===== src/rtl/hazard_ctrl.sv =====
// Pipeline hazard controller: detects RAW data hazards between D and E/M, tracks the
// multiply/divide unit's busy window, and freezes F/D while inserting bubbles into E.
module hazard_ctrl #(
  parameter int unsigned MULT_CYCLES = 5,
  parameter int unsigned DIV_CYCLES  = 10
) (
  input  logic        clk,
  input  logic        reset,
  input  logic [4:0]  D_rs,
  input  logic [4:0]  D_rt,
  input  logic [1:0]  D_rs_tuse,
  input  logic [1:0]  D_rt_tuse,
  input  logic        D_is_md,
  input  logic [4:0]  E_A3,
  input  logic [1:0]  E_tnew,
  input  logic [4:0]  M_A3,
  input  logic [1:0]  M_tnew,
  input  logic        E_md_start,
  input  logic        E_md_is_div,
  output logic        F_enable,
  output logic        D_enable,
  output logic        E_clear,
  output logic        md_busy,
  output logic [31:0] stall_count
);

  localparam logic [3:0] MULT_LD = 4'(MULT_CYCLES);
  localparam logic [3:0] DIV_LD  = 4'(DIV_CYCLES);

  typedef enum logic {IDLE, BUSY} state_e;

  state_e      state_q, state_d;
  logic [3:0]  cnt_q, cnt_d;
  logic [31:0] stall_count_q, stall_count_d;

  logic data_stall, md_stall, stall;

  // A producer hazards a consumer only when its result arrives later than the consumer
  // needs it; tuse=3 can never be exceeded, so unused operands fall out naturally.
  function automatic logic hit(input logic [4:0] src, input logic [1:0] tuse,
                               input logic [4:0] a3,  input logic [1:0] tnew);
    return (src != 5'd0) && (src == a3) && (tnew > tuse);
  endfunction

  always_comb begin
    data_stall = hit(D_rs, D_rs_tuse, E_A3, E_tnew) || hit(D_rs, D_rs_tuse, M_A3, M_tnew) ||
                 hit(D_rt, D_rt_tuse, E_A3, E_tnew) || hit(D_rt, D_rt_tuse, M_A3, M_tnew);
    md_busy    = E_md_start || (state_q == BUSY);
    md_stall   = D_is_md && md_busy;
    stall      = data_stall || md_stall;
    F_enable   = !stall;
    D_enable   = !stall;
    E_clear    = stall;
  end

  always_comb begin
    state_d = state_q;
    cnt_d   = cnt_q;
    unique case (state_q)
      IDLE: begin
        if (E_md_start) begin
          cnt_d = E_md_is_div ? DIV_LD : MULT_LD;
          if (cnt_d != 4'd0) state_d = BUSY;
        end
      end
      BUSY: begin
        // Starts seen here belong to the running window and are dropped.
        if (cnt_q <= 4'd1) begin
          cnt_d   = 4'd0;
          state_d = IDLE;
        end else begin
          cnt_d = cnt_q - 4'd1;
        end
      end
      default: begin
        state_d = IDLE;
        cnt_d   = 4'd0;
      end
    endcase
  end

  always_comb begin
    stall_count_d = stall_count_q;
    if (stall && (stall_count_q != 32'hFFFF_FFFF)) stall_count_d = stall_count_q + 32'd1;
  end

  always_ff @(posedge clk) begin
    if (reset) begin
      state_q       <= IDLE;
      cnt_q         <= 4'd0;
      stall_count_q <= 32'd0;
    end else begin
      state_q       <= state_d;
      cnt_q         <= cnt_d;
      stall_count_q <= stall_count_d;
    end
  end

  assign stall_count = stall_count_q;

endmodule

===== config.mk =====
export PLATFORM = sky130hd
export DESIGN_NAME = hazard_ctrl
export DESIGN_NICKNAME = d
export VERILOG_FILES = /design/src/rtl/hazard_ctrl.sv
export SDC_FILE = /design/constraint.sdc
export NUM_CORES = 1
export LEC_CHECK = 0
export BUFFER_PORTS_ARGS = -buffer_cell sky130_fd_sc_hd__buf_2
export CAP_MARGIN = 40
export CELL_PAD_IN_SITES_DETAIL_PLACEMENT = 0
export CELL_PAD_IN_SITES_GLOBAL_PLACEMENT = 1
export CORE_MARGIN = 10
export CORE_UTILIZATION = 39
export DETAILED_ROUTE_END_ITERATION = 10
export PLACE_DENSITY = 0.86
export SLEW_MARGIN = 20
export SYNTH_ARGS = -nofsm -noshare
export SYNTH_HDL_FRONTEND = slang
export SYNTH_SLANG_ARGS = --single-unit

===== constraint.sdc =====
create_clock -name clk -period 5.5 [get_ports clk]
set_input_delay 1.1 -clock clk [delete_from_list [all_inputs] [get_ports clk]]
set_output_delay 1.1 -clock clk [all_outputs]
set_load 0.01 [all_outputs]

Word level (Yosys, flattened, before mapping)
Index checks and enable logic that the tools add are counted.

storage, ports and cells
  register bits = 37
  input bits = 33
  output and inout port bits = 36
  logic and storage cells = 44

operators by class
  $add $sub $neg = 2
  $lt $le $gt $ge = 5
  equal/unequal tests = 6
  multiplexer cells = 8
  bitwise operators = 1
  reduce and logical (&&, ||, !) cells = 19

operator list
  cell                     number
  $add A32 B1 Y32 const B  1
  $ne A32 B32 Y1 const B   1
  $eq A5 B5 Y1             4
  $mux W4                  3
  $logic_and A1 B1 Y1      10
  $reduce_bool A5 Y1       2
  $gt A2 B2 Y1             4
  $pmux W4 S2              1
  $logic_or A1 B1 Y1       5
  $le A4 B1 Y1 const B     1
  $reduce_bool A4 Y1       1
  $sub A4 B1 Y4 const B    1
  $mux W1                  3
  $ne A2 B2 Y1 const B     1
  $pmux W1 S2              1
  $logic_not A1 Y1         1
  $not A1 Y1               1

Depth between registers and ports, before layout
Gate-level depths: netlist of run 1.

  word-level depth = 8
  mapped depth = 12
  depth with buffers taken out = 9

Least setup slack after synthesis of run 1
OpenSTA, ideal clock, no wires.

  kind = input -> output
  from = in D_rt_tuse[1]
  to = out F_enable
  arrival time = 2.886 ns
  data required time = 4.400 ns
  setup slack = 1.514 ns
  stages on the path = 11
  buffers on the path = 4
  cell sequence = inv_1 ha_1 nor2b_1 o21ai_0 a2111oi_0 o22ai_1 and3_1 buf_2 buf_2 clkbuf_1 buf_4

between the ends
  word-level cells in the longest chain between the ends = 6
  elaborated cells between the ends (all ways) = 8
  those cells by class = 2 x order compare; 6 x reduce/logical

RTL lines
  what                    RTL line  source
  start: declaration      12        input logic [1:0] D_rt_tuse,
  $gt A2 B2 Y1            42        return (src != 5'd0) && (src == a3) && (tnew > tuse);
  $logic_and A1 B1 Y1     42
  $logic_or A1 B1 Y1      46        data_stall = hit(D_rs, D_rs_tuse, E_A3, E_tnew) || hit(D_rs, D_rs_tuse, M_A3, M_tnew) ||
  $logic_or A1 B1 Y1 (*)  47        hit(D_rt, D_rt_tuse, E_A3, E_tnew) || hit(D_rt, D_rt_tuse, M_A3, M_tnew);
  $logic_or A1 B1 Y1 (*)  50        stall = data_stall || md_stall;
  $logic_not A1 Y1 (*)    -
  end: declaration        20        output logic F_enable,

Mark *: on every way between the ends. The rest lies on a longest branch, timed or not.

Final worst setup path of run 1
  from = in D_rt_tuse[1]
  to = out E_clear

between the ends
  word-level cells in the longest chain between the ends = 5
  elaborated cells between the ends (all ways) = 7
  those cells by class = 2 x order compare; 5 x reduce/logical

RTL lines
  what                    RTL line  source
  $gt A2 B2 Y1            42
  $logic_and A1 B1 Y1     42
  $logic_or A1 B1 Y1      46
  $logic_or A1 B1 Y1 (*)  47
  $logic_or A1 B1 Y1 (*)  50
  end: declaration        22        output logic E_clear,

Marks and branches as above.

==> impl_metrics.env, run 1 <==
export IMPL_clock_latency_ns=0.29
export IMPL_cpPeakStageDelay_ns=0.28
export IMPL_dp_cells=428
export IMPL_grt_max_degree=55
export IMPL_ys_seq_elements=37
export IMPL_grt_total_usage_pct=13.1
export IMPL_port_buffers=68
export IMPL_layout_drive_gt1_share_pct=26.0
export IMPL_post_drt_wl_per_cell_um=15.1
export IMPL_drt_iter0_drc=99
export IMPL_cap_violations=0
export IMPL_p_seq_share_pct=47.0
export IMPL_p_total_w=0.000597
export IMPL_final_cell_mix="buf_2, dfxtp_1, a21oi_1, nor2_1, or3_1"
export IMPL_drv_slew=0
export IMPL_synth_nets=343
export IMPL_placed_cell_area_um2=2780
export IMPL_ir_worst_vdd_uv=110
export IMPL_die_height_um=98.4
export IMPL_crit_type="input pin to output pin"
export IMPL_design_core_area_um2=5960
export IMPL_p_leak_nw=1.20
export IMPL_hp_class="flip-flop to flip-flop"
export IMPL_path_cells="buf_2, inv_1, ha_1, nor2b_1, o21ai_0, a2111oi_0, o22ai_1, and3_1, inv_1, buf_2"
export IMPL_first_global_vias=2318
export IMPL_drc_errors=0
export IMPL_die_w_um=98.4
export IMPL_status="complete, no violations"
export IMPL_post_route_period_util_pct=66.1
export IMPL_cts_repair_resize_count=0
export IMPL_num_vias=2401
export IMPL_power_frac_clock_pct=36.0
export IMPL_finalNetCount=405
export IMPL_antenna_left=0
export IMPL_place_hpwl_um=4930
export IMPL_slew_headroom_pct=52.4
export IMPL_cts_tree="built"
export IMPL_layout_commonest_cell="buf_2"
export IMPL_p_comb_share_pct=17.0
export IMPL_gr_total_overflow=0
export IMPL_cts_made_buffers=5
export IMPL_fin_setup_tns_ns=0
export IMPL_diodes=0
export IMPL_fin_skew_ns=0.00576
export IMPL_routed_wl_um=6600
export IMPL_pin_count=69
export IMPL_antenna_found_initial=0
export IMPL_power_switching_w=0.000168
export IMPL_syn_area_um2=2400
export IMPL_arrival_ns=2.54
export IMPL_cts_root_buf="clkbuf_8"
export IMPL_synth_cells=299
export IMPL_critPathSlowestCell="ha_1"
export IMPL_synth_avg_cell_area_um2=8.02
export IMPL_layout_min_cycle_time_ns=3.64
export IMPL_layout_cells_non_filler=437
export IMPL_crit_path_end_kind="output pin"
export IMPL_syn_to_final_growth_pct=20.9
export IMPL_die_area_um2=9690
export IMPL_p_int_w=0.000429
export IMPL_crit_required_ns=4.40
export IMPL_cp_start_kind="input pin"
export IMPL_worst_pin_slew_ns=0.708
export IMPL_p_sw_share_pct=28.2
export IMPL_critical_path_top_delay_family="compound AO/OA/AOI/OAI gates"
export IMPL_row_count=28
export IMPL_start_util_pct=40.3
export IMPL_cts_htree_levels=2
export IMPL_place_gp_congestion=0.840
export IMPL_cp_max_fo=4
export IMPL_fin_area_um2=2900
export IMPL_power_density_nw_per_um2=206
export IMPL_clock_fmax_mhz=275
export IMPL_viasPerCell=5.49
export IMPL_ys_seq_area_share_pct=30.9
export IMPL_clk_path_buf_depth=2
export IMPL_rsz0062_at_grt="false"
export IMPL_grt_pass1_wl_um=11000
export IMPL_drt_pass1_iter_count=5
export IMPL_ys_warn_count=0
export IMPL_cts_setup_buffers=0
export IMPL_clock_sinks=37
export IMPL_setup_violations=0
export IMPL_yosysUniqueCellTypes=39
export IMPL_hold_viol_final=0
export IMPL_cts_hold_buf=0
export IMPL_clk_pin_slew_worst_paths_ns=0.08
export IMPL_crit_buf_inv=4
## flip-flops by register name (all words and copies together), names as in the netlist
register,cells
state_q,1
cnt_q,4
stall_count,32
## stage by stage
stage | hold WS, ns | utilization [%] | setup slack (ns)
5_1_grt | 0.537 | 48.7 | 1.65
2_1_floorplan | 0.479 | - | 1.51
3_5_place_dp | 0.490 | 46.6 | 1.87
4_1_cts | 0.502 | 48.3 | 1.86
3_3_place_gp | 0.484 | 46.5 | 1.85
6_report | 0.502 | 48.7 | 1.86
## tightest hold or removal path, cell delays in order (launching register included)
cell,delay (ns)
dfxtp_1,0.33
o21ai_1,0.07
a21oi_1,0.06
## synth_stat cells
library cell,instances,area share [%]
dfxtp_1,37,31
a21oi_1,29,6.1
nor2_1,23,3.6
or3_1,18,4.7
nand4_1,15,3.9
inv_1,13,2.0
nand2_1,13,2.0
xnor2_1,13,4.7
ha_1,11,5.7
clkbuf_1,10,1.6
nand3_1,10,2.1
nor2b_1,10,2.6
o21ai_1,10,2.1
mux2_2,9,4.2
nor4_1,9,2.3
o21ai_0,8,1.7
or4_1,8,2.5
nor3_1,7,1.5
xor2_1,7,2.6
buf_2,5,1.0
o31ai_1,4,1.3
a211oi_1,3,0.94
and2_1,3,0.78
and3_1,3,0.78
and4_1,3,1.1
nand4_2,3,1.6
o22ai_1,3,0.78
a2111oi_0,1,0.37
buf_4,1,0.31
mux2_4,1,0.63
nand2b_1,1,0.26
nand3b_1,1,0.31
nor3_4,1,0.68
nor4_2,1,0.52
nor4b_1,1,0.37
o21ba_1,1,0.42
o21bai_1,1,0.31
o31a_1,1,0.37
or4b_1,1,0.42
## cell type report
type	instances	area (um^2)
fillers	618	3060
multi-input cells	233	1540
flip-flops and latches	37	741
repair buffers	71	375
clock buffers	7	96.3
well taps	75	93.8
inverters	13	48.8
clock inverters	1	5.00
## logic make-up (layout without fill, tap and decap cells)
group | after synthesis | after routing | synth area share [%]
AND/OR/NAND/NOR | 131 | 131 | 32.0
AO/OA/AOI/OAI | 61 | 61 | 14.2
flip-flops | 37 | 37 | 30.9
buffers and inverters | 29 | 92 | 4.96
XOR/XNOR | 20 | 20 | 7.30
adder cells (fa/ha/maj) | 11 | 11 | 5.74
multiplexers | 10 | 10 | 4.85
## path summary, 6_finish.rpt
path              cells after the start  slack, ns              end       startpoint
setup / recovery                     10       1.86          E_clear     D_rt_tuse[1]
hold reg to reg                       2       0.50  stall_count[25]  stall_count[25]
setup reg to reg                      7       2.67  stall_count[21]   stall_count[7]
hold / removal                        2       0.50  stall_count[25]  stall_count[25]
## power by group through the flow
stage          Clock, W  Combinational, W  Sequential (W)
3_3_place_gp          0         0.0000984        0.000287
4_1_cts        0.000222          0.000100        0.000281
6_report       0.000215          0.000102        0.000281
2_1_floorplan         0         0.0000655        0.000286
3_5_place_dp          0         0.0000997        0.000287
5_1_grt        0.000232          0.000115        0.000282
## routing by layer
metal  track usage, %  part of all wire [%]
met1             16.0                    44
met2             21.8                    49
met3             3.28                   4.8
met4             4.74                   1.8
met5                0                     0
No activity file was read; power rests on OpenSTA's default activity.
==> inputs of run 2 (changes only) <==
--- a/config.mk
+++ b/config.mk
@@ -10,9 +10,9 @@
 export CELL_PAD_IN_SITES_DETAIL_PLACEMENT = 0
 export CELL_PAD_IN_SITES_GLOBAL_PLACEMENT = 1
 export CORE_MARGIN = 10
-export CORE_UTILIZATION = 39
+export CORE_UTILIZATION = 38
 export DETAILED_ROUTE_END_ITERATION = 10
-export PLACE_DENSITY = 0.86
+export PLACE_DENSITY = 0.84
 export SLEW_MARGIN = 20
 export SYNTH_ARGS = -nofsm -noshare
 export SYNTH_HDL_FRONTEND = slang
==> constraint.sdc (replaced) <==
create_clock -name clk -period 3.79 [get_ports clk]
set_input_delay 0.758 -clock clk [delete_from_list [all_inputs] [get_ports clk]]
set_output_delay 0.758 -clock clk [all_outputs]
set_load 0.01 [all_outputs]
==> run 2 against run 1 <==
Worst hold slack worse by 0.0052 ns. Clock skew grew 0.0060 ns. Via count is 1.9% lower. Count of clock-buffer cells in the layout unchanged. Non-clock buffer count unchanged. Global-route usage down 0.45 points. Die area grew 2.1%. Sequential share of layout area stayed put.
==> impl_metrics.env, run 2 (synthesis gave the netlist of run 1 again) <==
export IMPL_clk_pin_slew_worst_paths_ns=0.08
export IMPL_cap_violations=0
export IMPL_cts_root_buf="clkbuf_8"
export IMPL_drt_iter0_drc=129
export IMPL_port_buffers=68
export IMPL_cp_start_kind="input pin"
export IMPL_grt_max_degree=55
export IMPL_gr_total_overflow=0
export IMPL_design_core_area_um2=6030
export IMPL_power_switching_w=0.000243
export IMPL_power_density_nw_per_um2=298
export IMPL_crit_required_ns=3.03
export IMPL_holdPathStages=2
export IMPL_layout_drive_gt1_share_pct=26.0
export IMPL_cts_repair_resize_count=0
export IMPL_layout_min_cycle_time_ns=3.01
export IMPL_largest_reg_flops=32
export IMPL_place_hpwl_um=5010
export IMPL_cts_hold_buf=0
export IMPL_drc_errors=0
export IMPL_cts_setup_buffers=0
export IMPL_p_sw_share_pct=28.1
export IMPL_clk_path_buf_depth=2
export IMPL_cp_max_fo=4
export IMPL_grt_pass1_wl_um=10600
export IMPL_post_route_period_util_pct=79.4
export IMPL_row_count=28
export IMPL_n_fill_cell=612
export IMPL_post_place_ws_ns=0.616
export IMPL_crit_path_end_kind="output pin"
export IMPL_grt_total_usage_pct=12.7
export IMPL_setup_violations=0
export IMPL_final_cell_mix="buf_2, dfxtp_1, a21oi_1, nor2_1, or3_1"
export IMPL_ff2ff_path_depth=7
export IMPL_status="complete, no violations"
export IMPL_worst_pin_slew_ns=0.591
export IMPL_cts_htree_levels=2
export IMPL_antenna_found_initial=0
export IMPL_arrival_ns=2.25
export IMPL_fin_setup_tns_ns=0
export IMPL_start_util_pct=39.8
export IMPL_clock_fmax_mhz=332
export IMPL_power_frac_clock_pct=35.7
export IMPL_p_seq_share_pct=47.1
export IMPL_slew_headroom_pct=60.2
export IMPL_hp_class="flip-flop to flip-flop"
export IMPL_die_area_um2=9890
export IMPL_p_comb_share_pct=17.2
export IMPL_die_w_um=99.4
export IMPL_antenna_left=0
export IMPL_pin_count=69
export IMPL_diodes=0
export IMPL_viasPerCell=5.39
export IMPL_num_vias=2356
export IMPL_post_drt_wl_per_cell_um=15.1
export IMPL_place_gp_congestion=0.780
export IMPL_drv_slew=0
export IMPL_clock_latency_ns=0.29
export IMPL_finalNetCount=405
export IMPL_p_int_w=0.000622
export IMPL_drt_pass1_iter_count=4
export IMPL_syn_to_final_growth_pct=20.9
export IMPL_first_global_vias=2204
export IMPL_die_height_um=99.4
export IMPL_crit_type="input pin to output pin"
export IMPL_p_leak_nw=1.20
export IMPL_cts_made_buffers=5
export IMPL_hold_viol_final=0
export IMPL_setup_ws_ns=0.781
export IMPL_fin_skew_ns=0.0117
export IMPL_cts_tree="built"
export IMPL_clock_sinks=37
export IMPL_ir_worst_vdd_uv=171
export IMPL_rsz0062_at_grt="false"
export IMPL_layout_commonest_cell="buf_2"
export IMPL_routed_wl_um=6590
==> run 2: cell counts in the layout (fill, tap and decap cells not counted) <==
No cell type changed its count.
==> run 2: layout make-up <==
type | count | area, um^2 | share of cell area [%]
Tap cell | 75 | 93.8 | 3.24
Inverter | 13 | 48.8 | 1.68
Sequential cell | 37 | 741 | 25.6
Clock inverter | 1 | 5.00 | 0.173
Timing Repair Buffer | 71 | 375 | 12.9
Clock buffer | 7 | 96.3 | 3.32
Multi-Input combinational cell | 233 | 1540 | 53.1
==> run 2: path summary, 6_finish.rpt <==
kind	start	endpoint	slack (ns)
hold reg to reg	stall_count[23]	stall_count[23]	0.50
setup / recovery	D_rt_tuse[1]	E_clear	0.78
setup reg to reg	stall_count[11]	stall_count[21]	0.93
hold / removal	stall_count[23]	stall_count[23]	0.50
==> run 2: power by group through the flow <==
stage | Combinational [W] | Clock (W) | Sequential, W
floorplan | 0.0000951 | 0 | 0.000415
global placement | 0.000145 | 0 | 0.000417
detailed placement | 0.000146 | 0 | 0.000416
CTS | 0.000146 | 0.000315 | 0.000407
global route | 0.000165 | 0.000333 | 0.000409
finish | 0.000148 | 0.000309 | 0.000408
==> run 2: through the flow <==
step / std cells / hold WS, ns / util [%] / total power, W / cell area (um^2)
global route: 437 / 0.521 / 48.1 / 0.000907 / 2900
finish: 437 / 0.496 / 48.1 / 0.000865 / 2900
CTS: 436 / 0.496 / 47.8 / 0.000869 / 2880
global placement: 428 / 0.483 / 46.1 / 0.000561 / 2780
floorplan: 299 / 0.479 / - / 0.000510 / 2400
detailed placement: 428 / 0.484 / 46.1 / 0.000562 / 2780
==> run 2: critical path, cell delays in order <==
cell       delay [ns]
buf_2            0.08
inv_1            0.05
ha_1             0.28
nor2b_1          0.12
o21ai_0          0.07
a2111oi_0        0.31
o22ai_1          0.15
and3_1           0.20
inv_1            0.10
buf_2            0.14
==> run 2: metal layers <==
| metal | vias up | wire length [um] | track usage (%) | part of all wire, % |
|---|---|---|---|---|
| li1 | 1221 | - | - | - |
| met1 | 1083 | 3070 | 15.4 | 47 |
| met2 | 45 | 3140 | 21.1 | 48 |
| met3 | 7 | 274 | 3.04 | 4.2 |
| met4 | 0 | 102 | 4.74 | 1.5 |
| met5 | - | 0 | 0 | 0 |
